$ cat config.mk
export PLATFORM = sky130hd
export DESIGN_NAME = uart_tx
export DESIGN_NICKNAME = d
export VERILOG_FILES = /design/src/rtl/uart_tx.sv
export SDC_FILE = /design/constraint.sdc
export NUM_CORES = 1
export LEC_CHECK = 0
export ABC_CLOCK_PERIOD_IN_PS = 2100
export BUFFER_PORTS_ARGS = -buffer_cell sky130_fd_sc_hd__buf_2
export CELL_PAD_IN_SITES_DETAIL_PLACEMENT = 1
export CELL_PAD_IN_SITES_GLOBAL_PLACEMENT = 1
export CORE_ASPECT_RATIO = 0.6
export CORE_MARGIN = 2
export CORE_UTILIZATION = 35
export CTS_BUF_LIST = sky130_fd_sc_hd__clkbuf_4
export DETAILED_ROUTE_END_ITERATION = 6
export GPL_TIMING_DRIVEN = 0
export PLACE_DENSITY = 0.62
export SYNTH_ARGS = -nofsm -noshare
export SYNTH_HDL_FRONTEND = slang
export SYNTH_SLANG_ARGS = --single-unit
$ cat constraint.sdc
create_clock -name clk -period 2.1 [get_ports clk]
set_clock_uncertainty 0.1 [all_clocks]
set_input_delay 0.21 -clock clk [delete_from_list [all_inputs] [get_ports clk]]
set_output_delay 0.21 -clock clk [all_outputs]
set_load 0.01 [all_outputs]
$ cat src/rtl/uart_tx.sv
// -----------------------------------------------------------------------------
// uart_tx
// 8N1 UART transmitter with a one-entry holding register in front of the
// shift register, so a producer can queue the next byte while the current
// frame is still on the line and frames follow each other with no idle gap.
//
// Parameters
//   CLK_FREQ   system clock frequency in Hz
//   BAUD_RATE  line bit rate; each bit lasts CLK_FREQ/BAUD_RATE clocks
//
// Ports
//   clk       system clock, all state updates on the rising edge
//   rst_n     asynchronous active-low reset (aborts any frame, drops buffer)
//   tx_data   byte to send, sampled only on an accepted handshake
//   tx_valid  producer offers tx_data this cycle
//   tx_ready  holding register is empty (registered)
//   tx        serial line, idle high, driven straight from a flop
//   busy      a start, data or stop bit is on the line
//   tx_done   one-cycle pulse in the last clock of each stop bit
//
// Handshake: a byte transfers on every rising edge where tx_valid && tx_ready.
// tx_ready depends only on the holding-register flag, never on tx_valid, and
// the producer may hold tx_valid high across several transfers.
// -----------------------------------------------------------------------------
module uart_tx #(
  parameter int CLK_FREQ  = 12000000,
  parameter int BAUD_RATE = 9600
) (
  input  logic       clk,
  input  logic       rst_n,
  input  logic [7:0] tx_data,
  input  logic       tx_valid,
  output logic       tx_ready,
  output logic       tx,
  output logic       busy,
  output logic       tx_done
);

  localparam int CLKS_PER_BIT = CLK_FREQ / BAUD_RATE;
  localparam int CNT_BITS     = $clog2(CLKS_PER_BIT);
  localparam int CNT_W        = (CNT_BITS > 16) ? CNT_BITS : 16;
  localparam logic [CNT_W-1:0] LAST_CNT = CNT_W'(CLKS_PER_BIT - 1);

  typedef enum logic [1:0] {
    IDLE  = 2'd0,
    START = 2'd1,
    DATA  = 2'd2,
    STOP  = 2'd3
  } state_t;

  state_t           state;
  state_t           state_next;
  logic [CNT_W-1:0] baud_cnt;
  logic [CNT_W-1:0] baud_cnt_next;
  logic [2:0]       bit_idx;
  logic [2:0]       bit_idx_next;
  logic [7:0]       shift;
  logic [7:0]       shift_next;
  logic [7:0]       hold_data;
  logic             hold_full;
  logic             tx_q;
  logic             tx_next;

  logic             bit_end;
  logic             accept;
  logic             load;

  // Last clock of the current bit period.
  assign bit_end = (baud_cnt == LAST_CNT);

  // Accept and load are mutually exclusive: accept needs an empty holding
  // register, load needs a full one. A byte accepted on the same edge that
  // the register drains is therefore impossible, so nothing is overwritten.
  assign accept = tx_valid && !hold_full;
  assign load   = hold_full && ((state == IDLE) || ((state == STOP) && bit_end));

  // ---------------------------------------------------------------------------
  // State and datapath registers
  // ---------------------------------------------------------------------------
  always_ff @(posedge clk or negedge rst_n) begin
    if (!rst_n) begin
      state     <= IDLE;
      baud_cnt  <= '0;
      bit_idx   <= '0;
      shift     <= '0;
      hold_data <= '0;
      hold_full <= 1'b0;
      tx_q      <= 1'b1;
    end else begin
      state    <= state_next;
      baud_cnt <= baud_cnt_next;
      bit_idx  <= bit_idx_next;
      shift    <= shift_next;
      tx_q     <= tx_next;
      if (accept) begin
        hold_data <= tx_data;
        hold_full <= 1'b1;
      end else if (load) begin
        hold_full <= 1'b0;
      end
    end
  end

  // ---------------------------------------------------------------------------
  // Next-state and next-datapath logic
  // ---------------------------------------------------------------------------
  always_comb begin
    state_next    = state;
    bit_idx_next  = bit_idx;
    shift_next    = shift;
    // Every transition happens on bit_end (or out of IDLE, where the counter
    // is already held at zero), so this also clears the counter on each
    // state entry and at each data-bit boundary.
    baud_cnt_next = ((state == IDLE) || bit_end) ? '0 : baud_cnt + 1'b1;

    if (load) begin
      shift_next = hold_data;
    end

    case (state)
      IDLE: begin
        if (hold_full) begin
          state_next = START;
        end
      end
      START: begin
        if (bit_end) begin
          state_next   = DATA;
          bit_idx_next = 3'd0;
        end
      end
      DATA: begin
        if (bit_end) begin
          shift_next   = {1'b0, shift[7:1]};
          bit_idx_next = bit_idx + 3'd1;
          if (bit_idx == 3'd7) begin
            state_next = STOP;
          end
        end
      end
      STOP: begin
        if (bit_end) begin
          state_next = hold_full ? START : IDLE;
        end
      end
      default: begin
        state_next = IDLE;
      end
    endcase
  end

  // ---------------------------------------------------------------------------
  // Outputs
  // ---------------------------------------------------------------------------
  always_comb begin
    // The line level is computed from the state being entered so the tx flop
    // changes on the same edge as the state register; a byte loaded in IDLE
    // therefore shows its start bit right after the load edge.
    tx_next = 1'b1;
    case (state_next)
      START:   tx_next = 1'b0;
      DATA:    tx_next = shift_next[0];
      default: tx_next = 1'b1;
    endcase

    tx       = tx_q;
    tx_ready = !hold_full;
    busy     = (state != IDLE);
    tx_done  = (state == STOP) && bit_end;
  end

endmodule
==> impl_metrics.csv, run 1 <==
group,metric,value,unit
synth,yosysWarnings,0,
drt,firstDrtPassIters,4,
critical_path,max_stage_delay,0.40,ns
job,max-cap-violations,0,
synth,ys_ff_latch,39,
critical_path,crit_cells,6,
synth,synthCells,170,
clocking,clock-sinks,39,
timing,finalMaxSlewViolations,0,
drt,vias_per_cell,5.014,
clocking,clkTransAtPathRegs,0.12,ns
synth,synth_top_area_share,50.43,%
critical_path,path_class,"reg2out",
clocking,clockBufferDepth,2,
clocking,cts_root_buf,"clkbuf_4",
die,dieHeight,60.86,µm
die,coreArea,5130,µm²
global_routing,overflow,0,
die,die_w,98.76,µm
layout,nets,227,
drt,drt_iter0_drc,28,
timing,hold_viol_final,0,
min_path,hold_path.class,"in2async",
critical_path,crit_arrival,1.76,ns
timing,finalSetupViolCount,0,
synth,yosysMostFrequentCell,"dfrtp_1",
synth,ys_types,35,
drt,drc_errors,0,
clocking,cts_made_buffers,5,
synth,avgSynthCellArea,11.09,µm²
timing,tightest_slew,0.8804,ns
synth,synthTopCellsByArea,"dfrtp_1, xor2_1, mux2_2",
global_routing,grt_max_degree,40,
timing,fin_tns_setup,0,ns
drt,drtAntennaViolNets,0,
die,io_pins,15,
timing,fin_ws,0.02659,ns
critical_path,path_buf_inv,2,
layout,drive_gt1_share,30.19,%
global_routing,grt_first_pass_wirelength,7652,µm
layout,diodes,0,
synth,synth_flop_cell,"dfrtp_1",
drt,vias,1394,
layout,layoutNonFillerInstCount,278,
die,die_area,6010,µm²
critical_path,worstPathMaxFanout,3,
critical_path,r2r_cells,8,
critical_path,end_kind,"output port",
synth,synth_edf_count,0,
critical_path,critPathTopFamily,"simple AND/OR/NAND/NOR gates",
synth,synth_area,1886,µm²
drt,routed_wl,4536,µm
timing,layout_worst_path_cycle_share,98.73,%
place,dpl.cell_count,250,
global_routing,antenna_found_initial,0,
place,routabilityCongestion,0.7697,
clocking,clock_latency,0.35,ns
critical_path,cp-start-kind,"flip-flop",
layout,fillers,564,
clocking,htreeDepth,2,
pwr,peakVddDrop,0.4907,mV
timing,fmax,0.4823,GHz
clocking,cts_tree,"done",
place,port_buffers,14,
pwr,p_leak,0.001106,µW
critical_path,slowest_stage,"dfrtp_1",
place,hpwl,2991,µm
place,place_ws,-0.2207,ns
status,outcome,"completed",
timing,slew_headroom,41.31,%
synth,ys_seq_area_share,51.82,%
global_routing,grtUsageTotal,16.74,%
critical_path,required,1.79,ns
synth,async_flop_share,100.0,%
layout,stdcell_area,2380,µm²
drt,wire_per_inst,16.32,µm
timing,grt_setup_unrepaired,"true",
critical_path,path_cells,"inv_1 -> ha_2 -> and4bb_4 -> and4_4 -> and3_4 -> buf_6",
synth,synth_top_cell_by_area,"dfrtp_1",
global_routing,grt_pass1_vias,1515,
synth,synth_nets,185,
place,placed_cell_area,2038,µm²
synth,synth_common_cells,"dfrtp_1, nor2_1, nand2_1",
pwr,powerDensity,894.3,nW/µm²
timing,layout_min_cycle_time,2.073,ns
layout,area_growth,26.21,%
die,rows,20,
die,start_util,36.76,%
layout,final_util,46.39,%
## worst reg2reg max path, delay by kind of cell, from the launching register on
kind                     cells  cell delay [ns]
AO/OA/AOI/OAI                4             0.65
AND/OR/NAND/NOR              2             0.58
flip-flops                   1             0.40
adder cells (fa/ha/maj)      1             0.15
buffers and inverters        1             0.06
## cell type report
cell class                 count  area [µm²]  share of cell area (%)
multi-input combinational    122       929.6                   39.06
clock buffer                   6       45.04                   1.893
timing repair buffer          35       271.5                   11.41
clock inverter                 1       30.03                   1.262
tap                           66       82.58                   3.470
sequential                    39       980.9                   41.22
inverter                       5       18.77                  0.7886
buffer                         4       21.27                  0.8938
## sequential cells by signal (all words and copies together), names as in the netlist
name and flops:
baud_cnt 16, bit_idx 3, tx 1, hold_full 1, state 2, shift 8
hold_data 8
## metrics by stage
stage,hold WS (ns),power [µW]
CTS,0.4155,2096
detailed placement,0.2884,1543
finish,0.4080,2128
global placement,0.2787,1497
floorplan,-0.1856,1390
global route,0.4552,2279
## what timing repair did
item,CTS,global route
setup endpoints to repair,20,19
gates resized for setup,6,12
hold buffers,10,0
buffers inserted,3,8
pin swaps,2,5
hold endpoints to repair,47,0
## routing by layer
layer / track usage [%] / part of all wire [%] / vias up
met1: 21.98 / 49 / 698
li1: - / - / 675
met2: 27.22 / 46 / 13
met3: 3.802 / 2.3 / 8
met5: 0 / 0 / -
met4: 7.436 / 1.9 / 0
## where the power goes
group	switching (µW)	internal, µW
Sequential	163	967
Clock	244	258
Combinational	228	268
## kinds of logic after synthesis
| group | after synthesis | synth area share [%] |
|---|---|---|
| compound gates | 19 | 7.697 |
| flops | 39 | 51.82 |
| mux | 15 | 8.494 |
| xor+xnor | 15 | 6.968 |
| fa+ha+maj | 4 | 2.654 |
| buf+inv | 9 | 1.925 |
| simple gates | 69 | 20.44 |
## placed cells by master (no fill, tap or decap), drive strengths merged
cell	netlist	routed
nand3	6	6
mux2	8	8
ha	4	4
o21a	2	2
nor4	2	2
and2	1	1
mux2i	7	7
xnor2	3	3
clkbuf	2	8
dfstp	1	1
and3	7	7
nand4	3	3
buf	2	27
a221oi	2	2
xor2	12	12
and4bb	2	2
nor2b	2	2
and3b	1	1
nor3	3	3
nor4b	1	1
dfrtp	38	38
dlygate4sd3	0	10
and4	3	3
o21ai	10	10
o211ai	1	1
nand2	18	18
bufinv	0	1
nor2	20	20
a21oi	4	4
inv	5	5
## worst paths after layout
kind | start | endpoint | slack, ns
min in group clk | shift[6]$_DFF_PN0_ | shift[5]$_DFF_PN0_ | 0.42
max | baud_cnt[1]$_DFF_PN0_ | tx_done | 0.03
min reg2reg | shift[6]$_DFF_PN0_ | shift[5]$_DFF_PN0_ | 0.42
max in group asynchronous | rst_n | baud_cnt[2]$_DFF_PN0_ | 0.88
max reg2reg | baud_cnt[1]$_DFF_PN0_ | tx$_DFF_PN1_ | 0.09
min | rst_n | hold_data[6]$_DFFE_PN0P_ | 0.41
(Power assumes the default switching activity.)
==> run 2, diff against run 1 <==
--- a/config.mk
+++ b/config.mk
@@ -10,7 +10,7 @@
 export CELL_PAD_IN_SITES_DETAIL_PLACEMENT = 1
 export CELL_PAD_IN_SITES_GLOBAL_PLACEMENT = 1
 export CORE_ASPECT_RATIO = 0.6
-export CORE_MARGIN = 2
+export CORE_MARGIN = 3
 export CORE_UTILIZATION = 35
 export CTS_BUF_LIST = sky130_fd_sc_hd__clkbuf_4
 export DETAILED_ROUTE_END_ITERATION = 6
==> run 2 against run 1 <==
Via count is 2.9% lower. Worst hold slack worse by 0.0065 ns. Power is 9.2% lower. Clock power down 27%. Die area rose by 5.4%. Cell area down 4.2%. First-iteration DRC count increased by 110%. Routed wire length fell by 9.8%. Core utilization decreased by 1.9 points. Critical path type unchanged. Largest power group unchanged.
==> impl_metrics.csv, run 2 (synthesis results as in run 1) <==
group,metric,value,unit
pwr,powerDensity,847.6,nW/µm²
layout,mostFrequentLayoutCells,"dfrtp_1, nor2_1, nand2_1, buf_2, xor2_1",
pwr,combPwrFrac,23.3,%
timing,slew_headroom,40.90,%
die,coreArea,5130,µm²
timing,finalSetupViolCount,0,
global_routing,grt_max_degree,40,
layout,multi_input_area,900.9,µm²
layout,largest_register_ffs,16,
clocking,cts_tree,"done",
critical_path,r2r_cells,7,
critical_path,slowest_stage,"dfrtp_2",
timing,fin_tns_setup,0,ns
die,die_w,100.8,µm
critical_path,path_class,"reg2out",
pwr,swShare,31.40,%
layout,layoutNonFillerInstCount,272,
drt,drc_errors,0,
global_routing,overflow,0,
job,max-cap-violations,0,
critical_path,worstPathMaxFanout,3,
pwr,intPower,1326,µW
layout,diodes,0,
critical_path,required,1.79,ns
drt,firstDrtPassIters,4,
die,die_area,6333,µm²
place,routabilityCongestion,0.7562,
clocking,clkTransAtPathRegs,0.12,ns
global_routing,antenna_found_initial,0,
die,dieHeight,62.86,µm
layout,stdcell_area,2281,µm²
clocking,clock-sinks,39,
pwr,p_leak,0.001062,µW
die,start_util,36.76,%
min_path,hold_depth,2,
min_path,hold_path.class,"reg2reg",
critical_path,r2r-start,"baud_cnt[0]$_DFF_PN0_",
die,io_pins,15,
layout,final_common_cell,"dfrtp_1",
clocking,cts_root_buf,"clkbuf_4",
global_routing,grt_pass1_vias,1424,
pwr,clockPowerShare,18.9,%
layout,reg_top3,"baud_cnt (16), hold_data (8), shift (8)",
clocking,htreeDepth,2,
status,outcome,"completed",
timing,finalMaxSlewViolations,0,
layout,largest_register,"baud_cnt",
critical_path,rr_endpoint,"shift[6]$_DFF_PN0_",
min_path,min_to,"shift[1]$_DFF_PN0_",
timing,layout_worst_path_cycle_share,97.73,%
critical_path,cp-start-kind,"flip-flop",
timing,grt_setup_unrepaired,"true",
global_routing,grt_first_pass_wirelength,7127,µm
clocking,clockBufferDepth,2,
pwr,p_switching,607.1,µW
clocking,clock_latency,0.34,ns
drt,vias_per_cell,4.978,
layout,area_growth,20.97,%
drt,vias,1354,
critical_path,path_buf_inv,1,
drt,drtAntennaViolNets,0,
timing,fin_ws,0.04771,ns
drt,drt_iter0_drc,58,
critical_path,path_cells,"nor4b_4 -> and4_4 -> and3_4 -> buf_6",
place,place_ws,-0.1646,ns
place,hpwl,2983,µm
place,port_buffers,14,
critical_path,critPathTopFamily,"simple AND/OR/NAND/NOR gates",
clocking,cts_made_buffers,5,
pwr,peakVddDrop,0.4231,mV
die,rows,20,
critical_path,end_kind,"output port",
critical_path,crit_arrival,1.74,ns
global_routing,grtUsageTotal,14.15,%
timing,fmax,0.4873,GHz
pwr,seqPwrFrac,57.8,%
min_path,min_from,"shift[2]$_DFF_PN0_",
critical_path,max_stage_delay,0.45,ns
critical_path,reg2reg_slack,0.10,ns
timing,tightest_slew,0.8865,ns
timing,hold_viol_final,0,
layout,nets,221,
layout,seq_area,980.9,µm²
place,placed_cell_area,2038,µm²
layout,drive_gt1_share,27.18,%
drt,routed_wl,4093,µm
timing,layout_min_cycle_time,2.052,ns
drt,wire_per_inst,15.05,µm
place,dpl.cell_count,250,
layout,fillers,561,
-- run 2: timing repair --
action,4_1_cts,5_1_grt
setup endpoints to repair,19,9
hold buffers,10,0
resized for setup,12,2
endpoints found under the hold margin,47,0
buffers inserted,2,3
pin swaps,2,5
-- run 2: area by class of cell --
type | count | share of cell area (%)
tap | 66 | 3.620
inverter | 5 | 0.8228
sequential | 39 | 43.01
clock inverter | 2 | 0.3840
clock buffer | 5 | 1.646
multi-input combinational | 122 | 39.50
buffer | 4 | 1.097
timing repair buffer | 29 | 9.929
-- run 2: power by group through the flow --
| stage | clock network [µW] | registers, µW | logic (µW) |
|---|---|---|---|
| detailed placement | 0 | 1150 | 391 |
| CTS | 381 | 1120 | 455 |
| global route | 412 | 1150 | 505 |
| finish | 365 | 1120 | 451 |
| floorplan | 0 | 1090 | 296 |
| global placement | 0 | 1130 | 365 |
-- run 2: stage by stage --
step / hold WS, ns / total power (µW) / util (%)
final: 0.4014 / 1933 / 44.46
after global routing: 0.4469 / 2070 / 44.46
after CTS: 0.4141 / 1955 / 43.68
after detailed placement: 0.2850 / 1541 / 39.73
after global placement: 0.2686 / 1497 / 39.73
after floorplan: -0.1856 / 1390 / -
-- run 2: worst reg2reg max path: stages (launching register included) --
cell and delay [ns]:
dfrtp_1 0.41, ha_1 0.20, and4bb_2 0.28, and4_4 0.21, o21ai_4 0.19, buf_12 0.16
mux2i_1 0.19, o21ai_0 0.13
-- run 2: per-layer routing --
layer	track usage (%)	routed length, µm	share of wire (%)	up-vias
met3	3.344	85	2.1	2
met5	0	0	0	-
met2	20.49	1828	45	10
met1	20.83	2156	53	680
met4	4.034	22	0.54	0
li1	-	-	-	662
-- run 2: how the worst max path moves through the flow --
stage | start | end | cells after the start
finish | baud_cnt[11]$_DFF_PN0_ | tx_done | 4
global route | baud_cnt[1]$_DFF_PN0_ | tx_done | 6
CTS | baud_cnt[1]$_DFF_PN0_ | tx_done | 6
detailed placement | baud_cnt[1]$_DFF_PN0_ | baud_cnt[12]$_DFF_PN0_ | 7
global placement | baud_cnt[1]$_DFF_PN0_ | baud_cnt[7]$_DFF_PN0_ | 7
floorplan | baud_cnt[0]$_DFF_PN0_ | tx$_DFF_PN1_ | 7
